`config.mk`:
```
export PLATFORM = sky130hd
export DESIGN_NAME = uart_frame_rx
export DESIGN_NICKNAME = d
export VERILOG_FILES = /design/src/rtl/uart_frame_pkg.sv /design/src/rtl/uart_frame_rx_byte.sv /design/src/rtl/uart_frame_rx.sv
export SDC_FILE = /design/constraint.sdc
export NUM_CORES = 1
export LEC_CHECK = 0
export BUFFER_PORTS_ARGS = -buffer_cell sky130_fd_sc_hd__buf_2
export CAP_MARGIN = 20
export CORE_MARGIN = 10
export CORE_UTILIZATION = 30
export CTS_CLUSTER_DIAMETER = 200
export DETAILED_ROUTE_END_ITERATION = 10
export GPL_TIMING_DRIVEN = 1
export SLEW_MARGIN = 20
export SYNTH_ARGS = -nofsm -noshare
export SYNTH_HDL_FRONTEND = slang
export SYNTH_SLANG_ARGS = --single-unit
```
`constraint.sdc`:
```
create_clock -name clk -period 1.85 [get_ports clk]
set_input_delay 0.2775 -clock clk [delete_from_list [all_inputs] [get_ports clk]]
set_output_delay 0.2775 -clock clk [all_outputs]
set_load 0.01 [all_outputs]
```
`src/rtl/uart_frame_pkg.sv`:
```
// Shared types and defaults for the UART frame receiver.
package uart_frame_pkg;

   localparam int unsigned NUM_CH_DEF    = 32;
   localparam logic [7:0]  SYNC_BYTE_DEF = 8'hA5;

   typedef enum logic [1:0] {
      BS_IDLE  = 2'd0,
      BS_START = 2'd1,
      BS_DATA  = 2'd2,
      BS_STOP  = 2'd3
   } byte_state_t;

   typedef enum logic [1:0] {
      FS_HUNT    = 2'd0,
      FS_PAYLOAD = 2'd1,
      FS_CHECK   = 2'd2,
      FS_COMMIT  = 2'd3
   } frame_state_t;

endpackage

```
`src/rtl/uart_frame_rx_byte.sv`:
```
// 8N1 byte receiver: input synchronizer, baud counter and byte FSM.
module uart_byte_rx
   import uart_frame_pkg::*;
#(
   parameter int unsigned CLKS_PER_BIT = 434
) (
   input  logic       clk,
   input  logic       rst_n,
   input  logic       rx_pin,
   output logic [7:0] byte_data,
   output logic       byte_valid,
   output logic       byte_err
);

   localparam int unsigned CNT_W = $clog2(CLKS_PER_BIT);
   localparam logic [CNT_W-1:0] HALF_M1 = CNT_W'(CLKS_PER_BIT / 2 - 1);
   localparam logic [CNT_W-1:0] FULL_M1 = CNT_W'(CLKS_PER_BIT - 1);

   byte_state_t      state_q, state_d;
   logic [1:0]       sync_q;
   logic             rx_prev_q;
   logic [CNT_W-1:0] cnt_q, cnt_d;
   logic [2:0]       bit_q, bit_d;
   logic [7:0]       shreg_q, shreg_d;
   logic             valid_q, valid_d;
   logic             err_q, err_d;
   logic             rx_s;

   assign rx_s = sync_q[1];

   // Synchronizer and edge history reset to the idle (high) line level.
   always_ff @(posedge clk or negedge rst_n) begin
      if (!rst_n) begin
         sync_q    <= 2'b11;
         rx_prev_q <= 1'b1;
      end else begin
         sync_q    <= {sync_q[0], rx_pin};
         rx_prev_q <= rx_s;
      end
   end

   always_ff @(posedge clk or negedge rst_n) begin
      if (!rst_n) begin
         state_q <= BS_IDLE;
         cnt_q   <= '0;
         bit_q   <= '0;
         shreg_q <= '0;
         valid_q <= 1'b0;
         err_q   <= 1'b0;
      end else begin
         state_q <= state_d;
         cnt_q   <= cnt_d;
         bit_q   <= bit_d;
         shreg_q <= shreg_d;
         valid_q <= valid_d;
         err_q   <= err_d;
      end
   end

   always_comb begin
      state_d = state_q;
      cnt_d   = cnt_q + CNT_W'(1);
      bit_d   = bit_q;
      shreg_d = shreg_q;
      valid_d = 1'b0;
      err_d   = 1'b0;
      case (state_q)
         BS_IDLE: begin
            cnt_d = '0;
            if (rx_prev_q && !rx_s) state_d = BS_START;
         end
         BS_START: begin
            if (cnt_q == HALF_M1) begin
               cnt_d   = '0;
               bit_d   = '0;
               state_d = rx_s ? BS_IDLE : BS_DATA;
            end
         end
         BS_DATA: begin
            // LSB arrives first, so shift in from the top.
            if (cnt_q == FULL_M1) begin
               cnt_d   = '0;
               shreg_d = {rx_s, shreg_q[7:1]};
               bit_d   = bit_q + 3'd1;
               if (bit_q == 3'd7) state_d = BS_STOP;
            end
         end
         BS_STOP: begin
            if (cnt_q == FULL_M1) begin
               cnt_d   = '0;
               state_d = BS_IDLE;
               valid_d = rx_s;
               err_d   = !rx_s;
            end
         end
         default: state_d = BS_IDLE;
      endcase
   end

   assign byte_data  = shreg_q;
   assign byte_valid = valid_q;
   assign byte_err   = err_q;

endmodule

```
`src/rtl/uart_frame_rx.sv`:
```
// Frame assembler: sync hunt, payload shadow, checksum check and handshaked output buffer.
module uart_frame_rx
   import uart_frame_pkg::*;
#(
   parameter int unsigned CLK_FREQ  = 50_000_000,
   parameter int unsigned BAUD      = 115200,
   parameter int unsigned NUM_CH    = NUM_CH_DEF,
   parameter logic [7:0]  SYNC_BYTE = SYNC_BYTE_DEF
) (
   input  logic       clk,
   input  logic       rst_n,
   input  logic       rx_pin,
   output logic [7:0] out_channel_data [NUM_CH],
   output logic       data_ready,
   input  logic       data_acknowledge,
   output logic       frame_err,
   output logic       overrun
);

   localparam int unsigned CLKS_PER_BIT = CLK_FREQ / BAUD;
   localparam int unsigned IDX_W = (NUM_CH > 1) ? $clog2(NUM_CH) : 1;
   localparam logic [IDX_W-1:0] LAST_IDX = IDX_W'(NUM_CH - 1);

   logic [7:0] byte_data;
   logic       byte_valid;
   logic       byte_err;

   frame_state_t     state_q, state_d;
   logic [IDX_W-1:0] idx_q, idx_d;
   logic [7:0]       sum_q, sum_d;
   logic [7:0]       shadow_q [NUM_CH];
   logic [7:0]       shadow_d [NUM_CH];
   logic [7:0]       out_q [NUM_CH];
   logic [7:0]       out_d [NUM_CH];
   logic             ready_q, ready_d;
   logic             ferr_q, ferr_d;
   logic             ovr_q, ovr_d;
   logic             buf_free_c;

   uart_byte_rx #(
      .CLKS_PER_BIT (CLKS_PER_BIT)
   ) u_byte (
      .clk        (clk),
      .rst_n      (rst_n),
      .rx_pin     (rx_pin),
      .byte_data  (byte_data),
      .byte_valid (byte_valid),
      .byte_err   (byte_err)
   );

   always_ff @(posedge clk or negedge rst_n) begin
      if (!rst_n) begin
         state_q  <= FS_HUNT;
         idx_q    <= '0;
         sum_q    <= '0;
         shadow_q <= '{default: '0};
         out_q    <= '{default: '0};
         ready_q  <= 1'b0;
         ferr_q   <= 1'b0;
         ovr_q    <= 1'b0;
      end else begin
         state_q  <= state_d;
         idx_q    <= idx_d;
         sum_q    <= sum_d;
         shadow_q <= shadow_d;
         out_q    <= out_d;
         ready_q  <= ready_d;
         ferr_q   <= ferr_d;
         ovr_q    <= ovr_d;
      end
   end

   // An ack in the same cycle frees the buffer for an incoming commit.
   assign buf_free_c = !ready_q || data_acknowledge;

   always_comb begin
      state_d  = state_q;
      idx_d    = idx_q;
      sum_d    = sum_q;
      shadow_d = shadow_q;
      out_d    = out_q;
      ready_d  = ready_q && !data_acknowledge;
      ferr_d   = 1'b0;
      ovr_d    = 1'b0;
      case (state_q)
         FS_HUNT: begin
            if (byte_valid && (byte_data == SYNC_BYTE)) begin
               state_d = FS_PAYLOAD;
               idx_d   = '0;
               sum_d   = '0;
            end
         end
         FS_PAYLOAD: begin
            if (byte_valid) begin
               shadow_d[idx_q] = byte_data;
               sum_d           = sum_q + byte_data;
               idx_d           = idx_q + IDX_W'(1);
               if (idx_q == LAST_IDX) state_d = FS_CHECK;
            end
         end
         FS_CHECK: begin
            if (byte_valid) begin
               state_d = FS_HUNT;
               if (byte_data != sum_q)  ferr_d  = 1'b1;
               else if (buf_free_c)     state_d = FS_COMMIT;
               else                     ovr_d   = 1'b1;
            end
         end
         FS_COMMIT: begin
            out_d   = shadow_q;
            ready_d = 1'b1;
            state_d = FS_HUNT;
         end
         default: state_d = FS_HUNT;
      endcase
      // A framing error abandons any partial frame; a pending commit still lands.
      if (byte_err) begin
         ferr_d  = 1'b1;
         state_d = FS_HUNT;
      end
   end

   assign out_channel_data = out_q;
   assign data_ready       = ready_q;
   assign frame_err        = ferr_q;
   assign overrun          = ovr_q;

endmodule

```
==> summary.log, run 1 <==
qor: routing.postRouteAntennaNets 0
qor: setup_path.critical-path-max-stage-delay 430 ps
qor: routing.dr.pass1.iters 4
qor: final_layout.layout.cells.most_common sky130_fd_sc_hd__dfrtp_1
qor: final_layout.final_net_count 1739
qor: sta.timing.fmax 0.522 GHz
qor: clock_tree.ctsRootBufferMaster sky130_fd_sc_hd__clkbuf_16
qor: yosys.mappedNetlistNets 1385
qor: yosys.netlist_area_before_placement 21700 um^2
qor: sta.holdWs 142 ps
qor: placed_design.dpl-instance-area 24800 um^2
qor: global_routing.grt_first_pass_wirelength 85200 um
qor: routing.via_count_of_the_routed_design 12400
qor: die.fp.dieW 289 um
qor: sta.final-max-slew-violation-count 0
qor: yosys.synth_largest_type_area_fraction 63.8%
qor: die.placement_rows 98
qor: clock_tree.clk_pin_slew_worst_paths 60 ps
qor: yosys.synthDistinctLibCells 54
qor: sta.timing_hold_violations_final 0
qor: setup_path.worstPathMaxFanout 4
qor: die.die_h 289 um
qor: setup_path.end_kind flip-flop
qor: die.io_pins 263
qor: yosys.register_bit_count_reported_by_yosys 557
qor: yosys.ys_top_cells_by_area sky130_fd_sc_hd__dfrtp_1 (64%), sky130_fd_sc_hd__mux2_2 (26%), sky130_fd_sc_hd__ha_1 (1.2%), sky130_fd_sc_hd__nor2_8 (0.74%), sky130_fd_sc_hd__buf_2 (0.71%)
qor: sta.rsz_0062_raised_after_global_routing true
qor: sta.final_critical_path_setup_slack -66.7 ps
qor: power.worst_voltage_drop_across_the_vdd_grid 0.000763 V
qor: final_layout.fillerInstances 6808
qor: yosys.synth_largest_area_cell sky130_fd_sc_hd__dfrtp_1
qor: placed_design.io_buffer_count 262
qor: setup_path.timing.critical_path.slowest_stage_cell sky130_fd_sc_hd__o41ai_2
qor: sta.setup_viol 12
qor: yosys.postSynth.topFlopCell sky130_fd_sc_hd__dfrtp_1
qor: final_layout.syn_to_final_growth 25.2%
qor: clock_tree.cts_tree built
qor: global_routing.grt_max_degree 78
qor: global_routing.residual_overflow_from_global_routing 0
qor: setup_path.startpoint_type flip-flop
qor: sta.post-route-min-period 1920 ps
qor: sta.clock-skew-final 39.0 ps
qor: placed_design.post_dp_hpwl 38200 um
qor: run_status.status finished with violations
qor: final_layout.drive_gt1_share 60.2%
qor: setup_path.cp.required 2400 ps
qor: sta.min_period_over_period 104%
qor: yosys.postSynth.asyncResetShare 100%
qor: final_layout.most-common-layout-cells sky130_fd_sc_hd__dfrtp_1 (544), sky130_fd_sc_hd__mux2_2 (510), sky130_fd_sc_hd__buf_2 (261)
qor: final_layout.layout.cell_area.non_filler 27200 um^2
qor: routing.drc_errors 0
qor: clock_tree.worst_skew_pair.late_latency 620 ps
qor: setup_path.path_cells inv_2 > ha_4 > nand4bb_1 > o41ai_2 > o211ai_1 > a221o_1 > a21oi_2
qor: die.die-area 83600 um^2
qor: routing.iteration_0_drc_count_of_the_detailed_router 496
qor: run.drv.max_cap_violation_count 0
qor: power.power.leakage 14.7 nW
qor: yosys.synth-edff-count 0
qor: die.coreArea 71600 um^2
qor: global_routing.global_route.usage.total 13.1%
qor: run_status.violations_in_the_final_reports setup timing
qor: clock_tree.clkSinkCount 557
qor: final_layout.final-seq-area 14000 um^2
qor: final_layout.multi_input_logic_area 7720 um^2
qor: yosys.postSynthAreaPerCell 16.0 um^2
qor: setup_path.critPathKind flip-flop to flip-flop
qor: clock_tree.htreeDepth 2
qor: worst_hold_path.min-delay-path-class input pin to async pin
qor: routing.drt-vias-per-instance 4.57
qor: routing.route.final.wire_length 55900 um
qor: sta.finalSetupTns -418 ps
qor: setup_path.critical_path_arrival 2470 ps
qor: die.initial_utilization 30.4%
qor: sta.slew-limit-headroom 65.3%
qor: global_routing.grt_pass1_vias 13600
qor: yosys.syn-instance-count 1359
qor: sta.max_slew.worst_pin.slew 521 ps
qor: yosys.seq_area_frac_synth 64.1%
qor: clock_tree.clk_path_buf_depth 3
qor: routing.routedWlPerCell 20.6 um
qor: global_routing.grt_antenna_before_repair 3
qor: placed_design.routabilityCongestion 0.844
qor: clock_tree.numCtsBuffers 60
qor: yosys.yosys_warnings 0
qor: power.power.density_cell_area 929 nW/um^2
-- worst max-delay path, delay by kind of cell, from the launching register on --
family          cells  cell delay, ps
compound gates      4            1130
fa+ha+maj           1             110
buf+inv             1              80
flops               1             410
simple gates        1             120
-- final timing paths --
path	slack, ps	end	cells after the start	startpoint
worst min register to register	320	u_byte.sync_q[1]	0	u_byte.sync_q[0]
max in group asynchronous	830	out_channel_data[148]	4	rst_n
worst max-delay path	-70	u_byte.state_q[0]	7	u_byte.cnt_q[1]
worst min-delay path	140	out_channel_data[57]	2	rst_n
min in group clk	200	data_ready	3	data_acknowledge
worst max register to register	-70	u_byte.state_q[0]	7	u_byte.cnt_q[1]
-- metrics by stage --
stage                     power [mW]  cells  utilization, %  worst slack [ps]
after floorplan                 12.9   1359               -              19.3
final                           25.3   2709            38.0             -66.7
after CTS                       25.6   2700            37.6              6.15
after global routing            26.3   2708            38.0              -139
after detailed placement        13.3   2589            34.7             -83.3
after global placement          13.3   2589            34.7             -66.6
-- per-layer routing --
layer | global-route usage (%) | up-vias | wire (um)
li1 | - | 5498 | -
met1 | 16.3 | 6587 | 23500
met2 | 22.9 | 229 | 28600
met3 | 2.68 | 77 | 2690
met4 | 3.41 | 2 | 1090
met5 | 0 | - | 13
-- synthesized netlist by cell type (3+ instances only) --
cell type                  number
sky130_fd_sc_hd__dfrtp_1      554
sky130_fd_sc_hd__mux2_2       510
sky130_fd_sc_hd__buf_2         31
sky130_fd_sc_hd__clkbuf_1      30
sky130_fd_sc_hd__nand2_1       28
sky130_fd_sc_hd__ha_1          21
sky130_fd_sc_hd__nand2_2       16
sky130_fd_sc_hd__nor2_1        16
sky130_fd_sc_hd__inv_1         12
sky130_fd_sc_hd__o21ai_0       12
sky130_fd_sc_hd__mux2_1        11
sky130_fd_sc_hd__xnor2_1        9
sky130_fd_sc_hd__a21oi_1        8
sky130_fd_sc_hd__nor2_8         8
sky130_fd_sc_hd__nand3_1        7
sky130_fd_sc_hd__and3_1         6
sky130_fd_sc_hd__a22o_1         5
sky130_fd_sc_hd__nor2_2         5
sky130_fd_sc_hd__nor3_1         5
sky130_fd_sc_hd__nand2b_1       4
sky130_fd_sc_hd__nor2_4         4
sky130_fd_sc_hd__a21o_1         3
sky130_fd_sc_hd__dfstp_2        3
sky130_fd_sc_hd__nand3b_1       3
sky130_fd_sc_hd__nor3b_2        3
sky130_fd_sc_hd__o211ai_1       3
sky130_fd_sc_hd__or3_1          3
sky130_fd_sc_hd__xor2_1         3
-- flip-flops by register name, indices dropped and copies added, names as in the netlist, named ones only --
register           flops
u_byte.rx_prev_q       1
data_ready             1
state_q                2
sum_q                  8
u_byte.byte_valid      1
u_byte.cnt_q           9
u_byte.byte_data       8
shadow_q             256
u_byte.byte_err        1
overrun                1
idx_q                  5
u_byte.bit_q           3
frame_err              1
out_channel_data     256
u_byte.sync_q          2
u_byte.state_q         1
-- power breakdown --
part / switching (mW) / internal, mW
clock network: 4.91 / 7.11
registers: 0.0501 / 12.2
logic: 0.601 / 0.375
total: 5.56 / 19.7
-- area by class of cell --
class,count,area share (%)
clock buffers,85,6.42
inverters,12,0.165
well taps,950,4.37
repair buffers,357,8.47
diodes,1,0.00919
flip-flops and latches,557,51.3
multi-input cells,725,28.4
clock inverters,22,0.947
-- timing repair --
action | 4_1_cts | 5_1_grt
hold buffers | 2 | 0
setup buffers | 2 | 8
pin swaps | 2 | 13
hold endpoints to repair | 241 | 0
setup endpoints to repair | 100 | 86
resized for setup | 14 | 41
-- cell families (layout without fill, tap and decap cells) --
family | after synthesis | in the layout | synth area share, %
AO/OA/AOI/OAI | 42 | 42 | 1.34
XOR/XNOR | 12 | 12 | 0.483
adder cells (fa/ha/maj) | 22 | 22 | 1.30
buffers and inverters | 77 | 476 | 1.58
flip-flops | 557 | 557 | 64.1
multiplexers | 523 | 523 | 27.1
other | 0 | 1 | 0
AND/OR/NAND/NOR | 126 | 126 | 4.09
(Power assumes the default switching activity.)
==> run 2, diff against run 1 <==
--- a/config.mk
+++ b/config.mk
@@ -12,6 +12,8 @@
 export CTS_CLUSTER_DIAMETER = 200
 export DETAILED_ROUTE_END_ITERATION = 10
 export GPL_TIMING_DRIVEN = 1
+export MAX_ROUTING_LAYER = met4
+export SKIP_LAST_GASP = 1
 export SLEW_MARGIN = 20
 export SYNTH_ARGS = -nofsm -noshare
 export SYNTH_HDL_FRONTEND = slang
==> summary.log, run 2 (synthesis gave the netlist of run 1 again) <==
qor: global_routing.grt_max_degree 78 [unchanged]
qor: power.total_power 25.3 mW [about the same]
qor: routing.drc_errors 0 [unchanged]
qor: routing.routed-wl-met3 2450 um [was 2690 um]
qor: setup_path.timing.critical_path.slowest_stage_cell sky130_fd_sc_hd__o41ai_2 [unchanged]
qor: placed_design.dpl-instance-area 24800 um^2 [unchanged]
qor: sta.finalSetupTns -276 ps [was -418 ps]
qor: final_layout.instances_no_fill 2710 [was 2709]
qor: die.coreArea 71600 um^2 [unchanged]
qor: sta.max_slew.worst_pin.slew 532 ps [was 521 ps]
qor: setup_path.critPathKind flip-flop to flip-flop [unchanged]
qor: final_layout.syn_to_final_growth 25.1% [was 25.2%]
qor: final_layout.post-route-util 38.0% [about the same]
qor: routing.route.final.wire_length 56000 um [was 55900 um]
qor: placed_design.total_placed_cells_including_tap_cells 2589 [unchanged]
qor: routing.drt-vias-per-instance 4.57 [about the same]
qor: setup_path.end_kind flip-flop [unchanged]
qor: routing.top_layer_used met4 [was met5]
qor: sta.final_critical_path_setup_slack -62.4 ps [was -66.7 ps]
qor: clock_tree.clkSinkCount 557 [unchanged]
qor: setup_path.timing.reg2reg.worst_path_depth 7 [unchanged]
qor: clock_tree.htreeDepth 2 [unchanged]
qor: clock_tree.cts_tree built [unchanged]
qor: clock_tree.worst_skew_pair.late_latency 620 ps [about the same]
qor: die.die-area 83600 um^2 [unchanged]
qor: setup_path.r2r_slack -60 ps [was -70 ps]
qor: sta.min_period_over_period 103% [was 104%]
qor: power.worst_voltage_drop_across_the_vdd_grid 0.000763 V [about the same]
qor: global_routing.grt_pass1_vias 13700 [was 13600]
qor: clock_tree.numCtsBuffers 60 [unchanged]
qor: sta.final-max-slew-violation-count 0 [unchanged]
qor: setup_path.regToRegStartpoint u_byte.cnt_q[0] [was u_byte.cnt_q[1]]
qor: placed_design.post_dp_hpwl 38200 um [unchanged]
qor: final_layout.final_net_count 1739 [unchanged]
qor: setup_path.path_cells inv_2 > ha_4 > nand4bb_1 > o41ai_2 > o211ai_1 > a221o_1 > a21oi_2 [unchanged]
qor: setup_path.crit_buf_inv 1 [unchanged]
qor: routing.routedWlPerCell 20.7 um [was 20.6 um]
qor: sta.setup_viol 12 [unchanged]
qor: run.drv.max_cap_violation_count 0 [unchanged]
qor: die.initial_utilization 30.4% [unchanged]
qor: sta.post-route-min-period 1910 ps [was 1920 ps]
qor: die.io_pins 263 [unchanged]
qor: setup_path.critical_path_arrival 2460 ps [was 2470 ps]
qor: routing.detailroute.wirelength.met2 28600 um [about the same]
qor: setup_path.worstPathMaxFanout 4 [unchanged]
qor: setup_path.setup.worst_path.start u_byte.cnt_q[0] [was u_byte.cnt_q[1]]
qor: routing.iteration_0_drc_count_of_the_detailed_router 448 [was 496]
qor: sta.rsz_0062_raised_after_global_routing true [unchanged]
qor: global_routing.grt_first_pass_wirelength 85100 um [was 85200 um]
qor: die.die_h 289 um [unchanged]
qor: clock_tree.clk_path_buf_depth 3 [unchanged]
qor: setup_path.cp.required 2400 ps [about the same]
qor: worst_hold_path.min-delay-path-class input pin to async pin [unchanged]
qor: final_layout.layout.cells.most_common sky130_fd_sc_hd__dfrtp_1 [unchanged]
qor: routing.via_count_of_the_routed_design 12400 [about the same]
qor: sta.clock-skew-final 36.9 ps [was 39.0 ps]
qor: global_routing.residual_overflow_from_global_routing 0 [unchanged]
qor: setup_path.crit-reg2reg-capture u_byte.state_q[0] [unchanged]
qor: die.placement_rows 98 [unchanged]
qor: clock_tree.clk_pin_slew_worst_paths 60 ps [about the same]
qor: die.fp.dieW 289 um [unchanged]
qor: run_status.status finished with violations [unchanged]
qor: sta.slew-limit-headroom 64.5% [was 65.3%]
qor: run_status.violations_in_the_final_reports setup timing [unchanged]
qor: final_layout.most-common-layout-cells sky130_fd_sc_hd__dfrtp_1 (544), sky130_fd_sc_hd__mux2_2 (510), sky130_fd_sc_hd__buf_2 (261) [unchanged]
qor: final_layout.drive_gt1_share 60.1% [was 60.2%]
qor: global_routing.grt_antenna_before_repair 3 [unchanged]
qor: setup_path.startpoint_type flip-flop [unchanged]
qor: sta.timing.fmax 0.523 GHz [was 0.522 GHz]
qor: routing.postRouteAntennaNets 0 [unchanged]
qor: final_layout.layout.cell_area.non_filler 27200 um^2 [about the same]
qor: routing.dr.pass1.iters 5 [was 4]
qor: setup_path.cpLargestDelayFamily compound AO/OA/AOI/OAI gates [unchanged]
qor: power.power.density_cell_area 930 nW/um^2 [was 929 nW/um^2]
qor: global_routing.global_route.usage.total 13.5% [was 13.1%]
qor: routing.detail_route.wirelength.met1 23900 um [was 23500 um]
qor: placed_design.io_buffer_count 262 [unchanged]
qor: placed_design.routabilityCongestion 0.857 [was 0.844]
qor: power.power.leakage 14.7 nW [about the same]
qor: clock_tree.ctsRootBufferMaster sky130_fd_sc_hd__clkbuf_16 [unchanged]
qor: setup_path.critical-path-max-stage-delay 430 ps [about the same]
qor: sta.timing_hold_violations_final 0 [unchanged]
==> run 2: cell types whose count changed in the layout (fill, tap and decap cells not counted) <==
cell                      previous run  this run
sky130_fd_sc_hd__ha_1               11        13
sky130_fd_sc_hd__ha_2                2         0
sky130_fd_sc_hd__diode_2             1         2
sky130_fd_sc_hd__nand2_2            15        16
sky130_fd_sc_hd__nand2_8             2         1
sky130_fd_sc_hd__nor2_1             15        16
sky130_fd_sc_hd__nor2_2              5         4
sky130_fd_sc_hd__o21ai_0             8         9
sky130_fd_sc_hd__o21ai_1             2         1
==> run 2: worst max path at each step <==
stage	endpoint	slack [ps]	cells after the start
after floorplan	sum_q[7]	20	6
after global placement	shadow_q[184]	-70	5
after detailed placement	shadow_q[176]	-80	5
after CTS	shadow_q[10]	6	6
after global routing	u_byte.state_q[0]	-140	7
final	u_byte.state_q[0]	-60	7
==> run 2: metal layers <==
metal / track usage (%) / vias to the layer above
li1: - / 5506
met1: 16.5 / 6572
met2: 22.9 / 230
met3: 2.46 / 79
met4: 3.39 / 0
met5: - / -
==> run 2: what timing repair did <==
| item | CTS | global route |
|---|---|---|
| gates resized for setup | 14 | 35 |
| setup buffers | 2 | 8 |
| hold buffers | 2 | 0 |
| endpoints found under the setup margin | 100 | 86 |
| endpoints found under the hold margin | 241 | 0 |
| pin swaps | 2 | 12 |
==> run 2: cell type report <==
class / instances / area, um^2
antenna: 2 / 5.00
clock buffer: 85 / 1750
clock inverter: 22 / 258
fill: 6809 / 44400
inverter: 12 / 45.0
multi-input combinational: 725 / 7700
sequential: 557 / 14000
tap: 950 / 1190
timing repair buffer: 357 / 2310
==> run 2: report_power, final <==
group	total [mW]	switching (mW)	internal [mW]
sequential	12.3	0.0499	12.2
clock	12.0	4.91	7.11
combinational	0.971	0.596	0.375
==> run 2: per-stage QoR <==
stage	hold WS (ps)	worst slack, ps
after floorplan	-18.1	19.3
after global placement	207	-66.6
after detailed placement	212	-83.3
after CTS	133	6.15
after global routing	159	-139
final	144	-62.4
==> run 3, diff against run 2 <==
--- a/config.mk
+++ b/config.mk
@@ -7,12 +7,14 @@
 export LEC_CHECK = 0
 export BUFFER_PORTS_ARGS = -buffer_cell sky130_fd_sc_hd__buf_2
 export CAP_MARGIN = 20
+export CORE_ASPECT_RATIO = 0.7
 export CORE_MARGIN = 10
-export CORE_UTILIZATION = 30
+export CORE_UTILIZATION = 50
 export CTS_CLUSTER_DIAMETER = 200
 export DETAILED_ROUTE_END_ITERATION = 10
 export GPL_TIMING_DRIVEN = 1
 export MAX_ROUTING_LAYER = met4
+export PLACE_DENSITY = 0.73
 export SKIP_LAST_GASP = 1
 export SLEW_MARGIN = 20
 export SYNTH_ARGS = -nofsm -noshare
==> summary.log, run 3 (synthesis gave the netlist of run 1 again) <==
qor: sta.max_slew.worst_pin.slew 584 ps [was 532 ps]
qor: placed_design.worst_case_setup_slack_after_placement -275 ps [was -83.3 ps]
qor: setup_path.timing.reg2reg.worst_path_depth 7 [unchanged]
qor: placed_design.io_buffer_count 262 [unchanged]
qor: run_status.status finished clean [was finished with violations]
qor: run.drv.max_cap_violation_count 0 [unchanged]
qor: global_routing.grt_first_pass_wirelength 80100 um [was 85100 um]
qor: sta.rsz_0062_raised_after_global_routing true [unchanged]
qor: power.netSwitchingFraction 21.4% [was 22.0%]
qor: die.io_pins 263 [unchanged]
qor: die.initial_utilization 51.0% [was 30.4%]
qor: power.power.leakage 14.6 nW [was 14.7 nW]
qor: final_layout.antenna_cells 0 [was 2]
qor: routing.postRouteAntennaNets 0 [unchanged]
qor: power.clock_power_share 45.6% [was 47.5%]
qor: setup_path.path_cells ha_4 > fa_2 > a21o_1 > a21o_1 > nand2_1 > mux2i_1 > a221o_1 [was inv_2 > ha_4 > nand4bb_1 > o41ai_2 > o211ai_1 > a221o_1 > a21oi_2]
qor: placed_design.total_placed_cells_including_tap_cells 2224 [was 2589]
qor: routing.routedWlPerCell 21.6 um [was 20.7 um]
qor: sta.final_critical_path_setup_slack 3.65 ps [was -62.4 ps]
qor: final_layout.instances_no_fill 2325 [was 2710]
qor: final_layout.final_net_count 1722 [was 1739]
qor: sta.setup_viol 0 [was 12]
qor: clock_tree.clk_path_buf_depth 3 [unchanged]
qor: die.fp.dieW 269 um [was 289 um]
qor: global_routing.grt_max_degree 65 [was 78]
qor: worst_hold_path.worstHoldStart data_acknowledge
qor: die.die_h 194 um [was 289 um]
qor: worst_hold_path.min-delay-path-class input pin to flip-flop [was input pin to async pin]
qor: power.worst_voltage_drop_across_the_vdd_grid 0.000649 V [was 0.000763 V]
qor: final_layout.layout.cells.most_common sky130_fd_sc_hd__dfrtp_1 [unchanged]
qor: routing.route.final.wire_length 50200 um [was 56000 um]
qor: die.placement_rows 63 [was 98]
qor: setup_path.regToRegStartpoint u_byte.byte_data[0] [was u_byte.cnt_q[0]]
qor: placed_design.post_dp_hpwl 34200 um [was 38200 um]
qor: setup_path.critical-path-max-stage-delay 440 ps [was 430 ps]
qor: die.coreArea 42600 um^2 [was 71600 um^2]
qor: placed_design.routabilityCongestion 0.821 [was 0.857]
qor: routing.drt-vias-per-instance 5.28 [was 4.57]
qor: setup_path.timing.critical_path.slowest_stage_cell sky130_fd_sc_hd__dfrtp_2 [was sky130_fd_sc_hd__o41ai_2]
qor: global_routing.global_route.usage.total 19.6% [was 13.5%]
qor: power.p_switching 5.15 mW [was 5.56 mW]
qor: setup_path.critical_path_arrival 2290 ps [was 2460 ps]
qor: sta.min_period_over_period 99.8% [was 103%]
qor: clock_tree.numCtsBuffers 52 [was 60]
qor: setup_path.critPathKind flip-flop to flip-flop [unchanged]
qor: setup_path.crit-reg2reg-capture sum_q[6] [was u_byte.state_q[0]]
qor: routing.via_count_of_the_routed_design 12300 [was 12400]
qor: setup_path.end_kind flip-flop [unchanged]
qor: global_routing.grt_pass1_vias 13300 [was 13700]
qor: worst_hold_path.min_to data_ready
qor: final_layout.most-common-layout-cells sky130_fd_sc_hd__dfrtp_1 (545), sky130_fd_sc_hd__mux2_2 (510), sky130_fd_sc_hd__buf_2 (261) [was sky130_fd_sc_hd__dfrtp_1 (544), sky130_fd_sc_hd__mux2_2 (510), sky130_fd_sc_hd__buf_2 (261)]
qor: final_layout.drive_gt1_share 59.0% [was 60.1%]
qor: final_layout.post-route-util 62.2% [was 38.0%]
qor: sta.final-max-slew-violation-count 0 [unchanged]
qor: clock_tree.cts_tree built [unchanged]
qor: setup_path.r2r_slack 4 ps [was -60 ps]
qor: power.internal_portion_of_total_power 19.0 mW [was 19.7 mW]
qor: setup_path.cp.required 2300 ps [was 2400 ps]
qor: clock_tree.worst_skew_pair.late_latency 570 ps [was 620 ps]
qor: routing.drc_errors 0 [unchanged]
qor: clock_tree.clk_pin_slew_worst_paths 60 ps [about the same]
qor: routing.dr.pass1.iters 4 [was 5]
qor: setup_path.crit_top_cell sky130_fd_sc_hd__a21o_1
qor: clock_tree.clkSinkCount 557 [unchanged]
qor: setup_path.startpoint_type flip-flop [unchanged]
qor: routing.iteration_0_drc_count_of_the_detailed_router 640 [was 448]
qor: sta.timing.fmax 0.542 GHz [was 0.523 GHz]
qor: setup_path.cpLargestDelayFamily compound AO/OA/AOI/OAI gates [unchanged]
qor: clock_tree.ctsRootBufferMaster sky130_fd_sc_hd__clkbuf_16 [unchanged]
qor: setup_path.crit_buf_inv 0 [was 1]
qor: power.pwr-share-seq 51.0% [was 48.6%]
qor: clock_tree.htreeDepth 2 [unchanged]
qor: sta.clock-skew-final 17.6 ps [was 36.9 ps]
qor: sta.slew-limit-headroom 61.1% [was 64.5%]
qor: global_routing.grt_antenna_before_repair 1 [was 3]
qor: die.die-area 52400 um^2 [was 83600 um^2]
qor: setup_path.worstPathMaxFanout 3 [was 4]
qor: power.combinational_power_share 3.4% [was 3.8%]
qor: sta.timing_hold_violations_final 0 [unchanged]
qor: worst_hold_path.hold-path-cell-count 3
qor: power.power.density_cell_area 909 nW/um^2 [was 930 nW/um^2]
qor: global_routing.residual_overflow_from_global_routing 0 [unchanged]
qor: sta.post-route-min-period 1850 ps [was 1910 ps]
qor: final_layout.syn_to_final_growth 21.9% [was 25.1%]
qor: sta.finalSetupTns 0 ps [was -276 ps]
run 3: how the worst max path moves through the flow:
stage | startpoint | to | slack (ps) | cells past startpoint
floorplan | u_byte.byte_data[2] | sum_q[7] | 20 | 6
global placement | idx_q[3] | shadow_q[239] | -260 | 3
detailed placement | idx_q[3] | shadow_q[242] | -270 | 3
CTS | u_byte.byte_data[0] | sum_q[6] | 0.6 | 7
global route | u_byte.byte_data[6] | state_q[0] | -60 | 6
finish | u_byte.byte_data[0] | sum_q[6] | 4 | 7
run 3: worst min-delay path, cell delays in order:
cell and delay, ps:
sky130_fd_sc_hd__buf_2 70, sky130_fd_sc_hd__nand2b_1 230, sky130_fd_sc_hd__nand2_1 80
run 3: power groups by stage:
stage	clock, mW	sequential (mW)	combinational, mW
2_1_floorplan	0	12.5	0.356
3_3_place_gp	0	12.5	0.776
3_5_place_dp	0	12.5	0.804
4_1_cts	11.2	12.3	0.812
5_1_grt	11.8	12.3	0.936
6_report	11.0	12.3	0.828
run 3: timing repair:
| action | CTS | global route |
|---|---|---|
| setup endpoints to repair | 97 | 114 |
| hold endpoints to repair | 102 | 0 |
| hold buffers | 2 | 0 |
| pin swaps | 0 | 6 |
| gates cloned | 0 | 0 |
| setup buffers | 0 | 1 |
| gates resized for setup | 9 | 18 |
run 3: area by class of cell:
cell class | instances | area [um^2]
fill | 3136 | 16100
inverter | 12 | 45.0
clock inverter | 21 | 211
tap | 585 | 732
clock buffer | 77 | 1600
multi-input combinational | 725 | 7580
timing repair buffer | 348 | 2390
sequential | 557 | 14000
run 3: routing by layer:
layer	track usage [%]	share of wire [%]	wire length, um
met4	3.68	1.4	708
met5	-	0	0
met3	3.78	4.5	2250
met2	31.2	48	24100
met1	26.2	46	23200
run 3: through the flow:
stage | hold WS [ps] | cell area, um^2 | power [mW]
2_1_floorplan | -18.1 | 21700 | 12.9
3_3_place_gp | 208 | 24600 | 13.3
3_5_place_dp | 215 | 24600 | 13.3
4_1_cts | 117 | 26400 | 24.3
5_1_grt | 184 | 26500 | 25.0
6_report | 140 | 26500 | 24.1
